File: config.mk
export PLATFORM = sky130hd
export DESIGN_NAME = rip_csr_unit
export DESIGN_NICKNAME = d
export VERILOG_FILES = /design/src/rtl/rip_csr_unit.sv
export SDC_FILE = /design/constraint.sdc
export NUM_CORES = 1
export LEC_CHECK = 0
export CORE_AREA = 2 2 175 177
export CTS_CLUSTER_SIZE = 8
export DETAILED_ROUTE_END_ITERATION = 8
export DIE_AREA = 0 0 177 179
export GPL_ROUTABILITY_DRIVEN = 0
export MAX_ROUTING_LAYER = met4
export PLACE_DENSITY = 0.75
export SYNTH_ARGS = -nofsm -noshare
export SYNTH_HDL_FRONTEND = slang
export SYNTH_SLANG_ARGS = --single-unit
File: constraint.sdc
create_clock -name clk -period 5.6 [get_ports clk]
set_clock_uncertainty 0.1 [all_clocks]
set_input_delay 0.84 -clock clk [delete_from_list [all_inputs] [get_ports clk]]
set_output_delay 0.84 -clock clk [all_outputs]
set_load 0.01 [all_outputs]
File: src/rtl/rip_csr_unit.sv
// rip_csr_unit: machine-mode CSR responder for the rip core.
// Holds mstatus/mtvec/mepc/mcause, the free-running cycle counter and the
// read-only branch-prediction statistics counters; executes CSRRW/RS/RC and
// their immediate forms from EX and redirects on ECALL/MRET.
// Build option: define RIP_BP_STATS_EN to enable the bptp/bptn/bpfp/bpfn
// counters; without it they read as constant 0 and the bp_* inputs are ignored.

package rip_type;

    typedef struct packed {
        logic [31:0] mstatus;
        logic [31:0] mtvec;
        logic [31:0] mepc;
        logic [31:0] mcause;
        logic [31:0] cycle;
        logic [31:0] bptp;
        logic [31:0] bptn;
        logic [31:0] bpfp;
        logic [31:0] bpfn;
    } csr_t;

endpackage

module rip_csr_unit #(
    parameter logic [31:0] MTVEC_RESET   = 32'h0000_0000,
    parameter logic [31:0] MSTATUS_RESET = 32'h0000_0000
) (
    input  logic                clk,
    input  logic                rst,
    input  logic                stall,
    input  logic                csr_valid,
    input  logic [2:0]          csr_funct3,
    input  logic [11:0]         csr_addr,
    input  logic [4:0]          csr_rs1,
    input  logic [31:0]         csr_wdata,
    output logic [31:0]         csr_rdata,
    output logic                csr_rvalid,
    output logic                csr_illegal,
    input  logic                ecall,
    input  logic                mret,
    input  logic [31:0]         trap_pc,
    output logic                trap_req,
    output logic [31:0]         trap_target,
    input  logic                bp_valid,
    input  logic                bp_pred_taken,
    input  logic                bp_actual_taken,
    output rip_type::csr_t      csr
);

    localparam logic [11:0] ADDR_MSTATUS = 12'h300;
    localparam logic [11:0] ADDR_MTVEC   = 12'h305;
    localparam logic [11:0] ADDR_MEPC    = 12'h341;
    localparam logic [11:0] ADDR_MCAUSE  = 12'h342;
    localparam logic [11:0] ADDR_CYCLE   = 12'hC00;
    localparam logic [11:0] ADDR_BPTP    = 12'hCC0;
    localparam logic [11:0] ADDR_BPTN    = 12'hCC1;
    localparam logic [11:0] ADDR_BPFP    = 12'hCC2;
    localparam logic [11:0] ADDR_BPFN    = 12'hCC3;

    localparam logic [31:0] MCAUSE_ECALL_M = 32'd11;
    localparam logic [31:0] ALIGN_MASK     = ~32'h3;
    localparam int          MIE_BIT        = 3;
    localparam int          MPIE_BIT       = 7;

    // Low two funct3 bits select the operation; bit 2 selects the zimm source.
    typedef enum logic [1:0] {
        OP_NONE = 2'b00,
        OP_RW   = 2'b01,
        OP_RS   = 2'b10,
        OP_RC   = 2'b11
    } csr_op_e;

    logic [31:0] mstatus_q, mstatus_d;
    logic [31:0] mtvec_q,   mtvec_d;
    logic [31:0] mepc_q,    mepc_d;
    logic [31:0] mcause_q,  mcause_d;
    logic [31:0] cycle_q;
    logic [31:0] bptp_q, bptn_q, bpfp_q, bpfn_q;

    logic [31:0] csr_rdata_q;
    logic        csr_rvalid_q;
    logic        csr_illegal_q;
    logic        trap_req_q;
    logic [31:0] trap_target_q;

    csr_op_e     op;
    logic        take_ecall, take_mret, take_csr;
    logic [31:0] src, old_val, new_val;
    logic        addr_ok, addr_ro, wr_en, illegal, do_write;

    // Priority ecall > mret > csr request; everything is frozen by stall.
    assign take_ecall = ecall & ~stall;
    assign take_mret  = mret & ~stall & ~ecall;
    assign take_csr   = csr_valid & ~stall & ~ecall & ~mret;

    assign op    = csr_op_e'(csr_funct3[1:0]);
    assign src   = csr_funct3[2] ? {27'b0, csr_rs1} : csr_wdata;
    assign wr_en = (op == OP_RW) || (csr_rs1 != 5'd0);

    // Address decode: old value, legality and read-only attribute.
    always_comb begin
        // NOTE: every output of a combinational block gets a default first so no latch is inferred.
        old_val = '0;
        addr_ok = 1'b0;
        addr_ro = 1'b0;
        case (csr_addr)
            ADDR_MSTATUS: begin old_val = mstatus_q; addr_ok = 1'b1; end
            ADDR_MTVEC:   begin old_val = mtvec_q;   addr_ok = 1'b1; end
            ADDR_MEPC:    begin old_val = mepc_q;    addr_ok = 1'b1; end
            ADDR_MCAUSE:  begin old_val = mcause_q;  addr_ok = 1'b1; end
            ADDR_CYCLE:   begin old_val = cycle_q;   addr_ok = 1'b1; addr_ro = 1'b1; end
            ADDR_BPTP:    begin old_val = bptp_q;    addr_ok = 1'b1; addr_ro = 1'b1; end
            ADDR_BPTN:    begin old_val = bptn_q;    addr_ok = 1'b1; addr_ro = 1'b1; end
            ADDR_BPFP:    begin old_val = bpfp_q;    addr_ok = 1'b1; addr_ro = 1'b1; end
            ADDR_BPFN:    begin old_val = bpfn_q;    addr_ok = 1'b1; addr_ro = 1'b1; end
            default:      ;
        endcase
    end

    assign illegal  = (op == OP_NONE) || !addr_ok || (wr_en && addr_ro);
    assign do_write = take_csr && !illegal && wr_en;

    // Read-modify-write result of the CSR instruction.
    always_comb begin
        new_val = old_val;
        case (op)
            OP_RW:   new_val = src;
            OP_RS:   new_val = old_val | src;
            OP_RC:   new_val = old_val & ~src;
            default: new_val = old_val;
        endcase
    end

    // Next architectural state: trap entry/return outrank instruction writes.
    always_comb begin
        mstatus_d = mstatus_q;
        mtvec_d   = mtvec_q;
        mepc_d    = mepc_q;
        mcause_d  = mcause_q;
        if (take_ecall) begin
            mepc_d              = trap_pc & ALIGN_MASK;
            mcause_d            = MCAUSE_ECALL_M;
            mstatus_d[MPIE_BIT] = mstatus_q[MIE_BIT];
            mstatus_d[MIE_BIT]  = 1'b0;
        end else if (take_mret) begin
            mstatus_d[MIE_BIT]  = mstatus_q[MPIE_BIT];
            mstatus_d[MPIE_BIT] = 1'b1;
        end else if (do_write) begin
            case (csr_addr)
                ADDR_MSTATUS: mstatus_d = new_val;
                ADDR_MTVEC:   mtvec_d   = new_val & ALIGN_MASK;
                ADDR_MEPC:    mepc_d    = new_val & ALIGN_MASK;
                ADDR_MCAUSE:  mcause_d  = new_val;
                default:      ;
            endcase
        end
    end

    // Architectural CSR registers and the free-running cycle counter.
    always_ff @(posedge clk) begin
        // NOTE: sequential state uses non-blocking assignment so all registers update together at the edge.
        if (rst) begin
            mstatus_q <= MSTATUS_RESET;
            mtvec_q   <= MTVEC_RESET & ALIGN_MASK;
            mepc_q    <= '0;
            mcause_q  <= '0;
            cycle_q   <= '0;
        end else begin
            mstatus_q <= mstatus_d;
            mtvec_q   <= mtvec_d;
            mepc_q    <= mepc_d;
            mcause_q  <= mcause_d;
            cycle_q   <= cycle_q + 32'd1;
        end
    end

`ifdef RIP_BP_STATS_EN
    logic bp_fire;
    assign bp_fire = bp_valid & ~stall;

    // Saturating branch-prediction outcome counters.
    always_ff @(posedge clk) begin
        if (rst) begin
            bptp_q <= '0;
            bptn_q <= '0;
            bpfp_q <= '0;
            bpfn_q <= '0;
        end else if (bp_fire) begin
            case ({bp_pred_taken, bp_actual_taken})
                2'b11:   if (bptp_q != '1) bptp_q <= bptp_q + 32'd1;
                2'b00:   if (bptn_q != '1) bptn_q <= bptn_q + 32'd1;
                2'b10:   if (bpfp_q != '1) bpfp_q <= bpfp_q + 32'd1;
                default: if (bpfn_q != '1) bpfn_q <= bpfn_q + 32'd1;
            endcase
        end
    end
`else
    logic unused_bp_inputs;
    assign unused_bp_inputs = ^{bp_valid, bp_pred_taken, bp_actual_taken};
    assign bptp_q = '0;
    assign bptn_q = '0;
    assign bpfp_q = '0;
    assign bpfn_q = '0;
`endif

    // Registered response pulses; reset clears anything in flight.
    always_ff @(posedge clk) begin
        if (rst) begin
            csr_rdata_q   <= '0;
            csr_rvalid_q  <= 1'b0;
            csr_illegal_q <= 1'b0;
            trap_req_q    <= 1'b0;
            trap_target_q <= '0;
        end else begin
            csr_rvalid_q  <= take_csr;
            csr_illegal_q <= take_csr && illegal;
            csr_rdata_q   <= (take_csr && !illegal) ? old_val : '0;
            trap_req_q    <= take_ecall || take_mret;
            trap_target_q <= take_ecall ? mtvec_q : (take_mret ? mepc_q : '0);
        end
    end

    assign csr_rdata   = csr_rdata_q;
    assign csr_rvalid  = csr_rvalid_q;
    assign csr_illegal = csr_illegal_q;
    assign trap_req    = trap_req_q;
    assign trap_target = trap_target_q;

    assign csr = '{mstatus: mstatus_q, mtvec: mtvec_q, mepc: mepc_q,
                   mcause: mcause_q, cycle: cycle_q, bptp: bptp_q,
                   bptn: bptn_q, bpfp: bpfp_q, bpfn: bpfn_q};

endmodule

==> results summary <==
The worst setup path is captured at a flop. The area enclosed by the die boundary came out at 31700 um^2. The area share of the largest cell type after synthesis came out at 0.407. The synthesized flop and latch total came out at 221.

In this run the worst setup path terminates at mcause_q[17]$_SDFFE_PP0P_. The post-placement setup slack is 1130 ps. The max-slew violation count is 0.

The share of the Yosys chip area taken by registers is 0.407. The slowest stage of the critical path is the sky130_fd_sc_hd__or4_1 cell. The async set or reset register ratio after synthesis is 0.

At the later pin of the worst-skew pair, clock insertion delay measures 550 ps. For this run, global-route usage on met3 was measured as 0.0687. The count of distinct cell types in the synthesized netlist came out at 72. STA classifies the critical path startpoint as an input port. The data arrival time at the worst-slack endpoint is 4340 ps. The largest driver fanout on the critical path came out at 14.

The number of buffers created by CTS is 31. The buffer and inverter count on the worst path came out at 2. The post-detailed-route via-to-cell ratio came out at 5.57. The global-route total usage across every layer is 0.285.

In this run, post-CTS repair resized a total of 0 instances. The worst relative slew slack is 0.204. The final layout net count is 1664. By area the synthesized netlist is led by sky130_fd_sc_hd__dfxtp_1 (41%), sky130_fd_sc_hd__buf_4 (9.4%), sky130_fd_sc_hd__a22oi_1 (5.4%), sky130_fd_sc_hd__nor2_1 (5.4%), sky130_fd_sc_hd__nand2_1 (4.6%). Setup slack on the critical path of the routed design comes to 1630 ps.

The critical path crosses 7 cells after its start point. The clock edge transition at the registers on the reported setup and hold paths came out at 50 ps. The ratio of final minimum period to clock period is 0.708. The hold buffer count at cts is 0.

The post-route antenna net violation count is 0. The critical path goes through clkdlybuf4s50_1 -> or4_1 -> nor4_4 -> nor3b_2 -> nand2_1 -> buf_4 -> o21ai_0. Along the worst hold path, the cell count comes to 2. The worst register-to-register path has a setup slack of 3220 ps. The run finished with clean final reports. The number of buffers between clock root and the deepest sink is 3. The cell sitting at the root of the clock tree is a sky130_fd_sc_hd__clkbuf_16. CTS built an H-tree with a depth of 1.

In this run the most used layer during global routing was met2. The met2 track demand over resource came out at 0.453. After technology mapping, the gate count stands at 1287. After layout, the minimum clock period comes to 3970 ps.

For met1 alone, demand over resource in global routing was 0.352. Leaving out fill and tap cells, the most frequent cells in the layout are sky130_fd_sc_hd__clkdlybuf4s50_1 (304), sky130_fd_sc_hd__dfxtp_1 (221), sky130_fd_sc_hd__nor2_1 (154), sky130_fd_sc_hd__conb_1 (134), sky130_fd_sc_hd__nand2_1 (133). The cell type with the highest aggregate area in the netlist is sky130_fd_sc_hd__dfxtp_1. Broken down by cell family, the worst path's largest delay share belongs to simple AND/OR/NAND/NOR gates. The highest cell delay on the worst timing path is 910 ps.

The startpoint identified for the worst register-to-register timing path is cycle_q[0]$_SDFF_PP0_. TritonCTS built the clock tree. The number of core rows came out at 64. The count of final hold-check violations was 0. Yosys printed 0 warnings. The required time of the worst setup path came out at 5970 ps. The upper clock frequency limit is 0.252 GHz. The CTS sink count is 221. In this run the power density over the cells is 250 nW/um^2. The number of antenna violations at the first check in global routing came out at 1.

The library cell used most frequently in the layout, excluding fill and tap cells, is sky130_fd_sc_hd__clkdlybuf4s50_1. The number of synthesized flops with an enable pin is 0. Setup violations remaining at the end of the flow were counted as 0.

Setup repair after global routing left no endpoint under its margin. The count of cells along the worst register-to-register path is 8. For this design the static power due to leakage is 5.10 nW. The total via count after detailed routing is 10900. The first detailed-routing pass took 8 iterations. The wire length of the first global-routing pass is 65400 um. The most used flip-flop cell after synthesis is sky130_fd_sc_hd__dfxtp_1.

The DRC violation count after routing came out at 0. The destination of the worst register-to-register timing path is cycle_q[28]$_SDFF_PP0_. The initial core utilization is 0.362. The post-CTS setup buffer count came out at 0. The die span in y is 179 um. The post-route setup TNS came out at 0 ps. The number of port buffers is 308.

Entering global routing, the biggest net connects 70 pins. In the final layout, the share of cells above drive strength 1 is 0.0669. The worst setup path is of the input port to flop kind. The area inside the core boundary came out at 30000 um^2. The worst-case vdd ir drop came out at 0.000210 V. The routed design has 46100 um of wire. In this run, the number of DRC markers left after iteration 0 of detailed routing was 1449.

The boundary pin count came out at 448. The detailed-route wire length per cell is 23.4 um. The synthesis-to-layout area growth came out at 35.0%. For the pin with the worst max-slew slack, the measured transition is 1180 ps. The number of max-cap violations is 0. The worst hold slack is 364 ps. The type of the most critical hold path is flop to flop. The synthesized area divided by synthesized cell count is 8.44 um^2. The wire-length estimate of the detail-placed layout is 31800 um.

The most critical setup path has its startpoint at csr_addr[5]. In this run the horizontal extent of the chip is 177 um. The via count of the first global-routing pass is 10300. The mapped netlist covers 10900 um^2. The final global-route overflow total came out at 0.
==> per-layer routing <==
layer	up-vias	wire length (um)
li1	4824	-
met1	5201	18100
met5	-	0
met4	0	1640
met2	780	21100
met3	142	5210
==> flip-flops by register name (all words and copies together), names as in the netlist <==
signal / flops
trap_target: 30
mtvec_q: 30
mepc_q: 30
csr_rdata: 32
csr_illegal: 1
trap_req: 1
cycle_q: 32
mstatus_q: 32
csr_rvalid: 1
mcause_q: 32
==> layout make-up <==
| cell class | count | area, um^2 |
|---|---|---|
| inverter | 8 | 30.0 |
| tap | 396 | 495 |
| antenna | 1 | 2.50 |
| clock inverter | 1 | 5.00 |
| multi-input combinational | 970 | 5630 |
| timing repair buffer | 338 | 3300 |
| sequential | 221 | 4420 |
| fill | 2806 | 15400 |
| clock buffer | 31 | 776 |
==> worst min-delay path by stage <==
stage	startpoint	slack, ps	end
after detailed placement	mstatus_q[20]$_SDFFE_PP0P_	360	mstatus_q[20]$_SDFFE_PP0P_
after global routing	mcause_q[30]$_SDFFE_PP0P_	390	mcause_q[30]$_SDFFE_PP0P_
after global placement	mstatus_q[20]$_SDFFE_PP0P_	350	mstatus_q[20]$_SDFFE_PP0P_
final	mstatus_q[20]$_SDFFE_PP0P_	360	mstatus_q[20]$_SDFFE_PP0P_
after CTS	mcause_q[28]$_SDFFE_PP0P_	370	mcause_q[28]$_SDFFE_PP0P_
after floorplan	cycle_q[0]$_SDFF_PP0_	380	cycle_q[0]$_SDFF_PP0_
==> report_power, final <==
part	internal, mW	switching (mW)	total [mW]	leakage, nW
logic	0.162	0.249	0.411	2.93
clock network	0.958	0.672	1.63	0.386
registers	1.60	0.0257	1.62	1.79
==> Yosys cell counts, types with 6 or more instances <==
library cell and number:
sky130_fd_sc_hd__o21bai_1 6, sky130_fd_sc_hd__dfxtp_1 221, sky130_fd_sc_hd__o2bb2ai_1 14, sky130_fd_sc_hd__nand4_1 6, sky130_fd_sc_hd__a21oi_1 45, sky130_fd_sc_hd__o21ai_1 28, sky130_fd_sc_hd__buf_2 16, sky130_fd_sc_hd__a222oi_1 13
sky130_fd_sc_hd__a211oi_2 6, sky130_fd_sc_hd__nor2_1 155, sky130_fd_sc_hd__buf_1 6, sky130_fd_sc_hd__inv_1 8, sky130_fd_sc_hd__nor2b_1 36, sky130_fd_sc_hd__nand3_1 23, sky130_fd_sc_hd__buf_4 136, sky130_fd_sc_hd__or3_1 6
sky130_fd_sc_hd__nand2b_1 6, sky130_fd_sc_hd__xor2_1 16, sky130_fd_sc_hd__o21ai_0 72, sky130_fd_sc_hd__nor3_1 19, sky130_fd_sc_hd__xnor2_1 40, sky130_fd_sc_hd__clkbuf_1 60, sky130_fd_sc_hd__and2_1 6, sky130_fd_sc_hd__a22o_1 43
sky130_fd_sc_hd__a22oi_1 78, sky130_fd_sc_hd__nand2_1 133
==> kinds of logic after synthesis <==
kind of cell             count (synthesis)  synth area share
flip-flops                             221             0.407
adder cells (fa/ha/maj)                  1           0.00115
buffers and inverters                  229             0.129
other                                    1          0.000345
AO/OA/AOI/OAI                          346             0.225
XOR/XNOR                                56            0.0452
AND/OR/NAND/NOR                        427             0.186
multiplexers                             6           0.00564
==> per-stage QoR <==
stage,utilization,instance area [um^2],power (mW),std cells
after floorplan,-,11400,1.93,1420
after global placement,0.462,13900,2.05,1933
after detailed placement,0.462,13900,2.05,1933
after CTS,0.488,14700,3.67,1965
after global routing,0.488,14700,3.76,1966
final,0.488,14700,3.66,1966
==> worst min-delay path: cells and delay by family (launching register included) <==
kind	cells	cell delay [ps]
AOI/OAI and AO/OA	1	50
DFF	1	320
and+or+nand+nor	1	50
No activity file was read; power rests on OpenSTA's default activity.
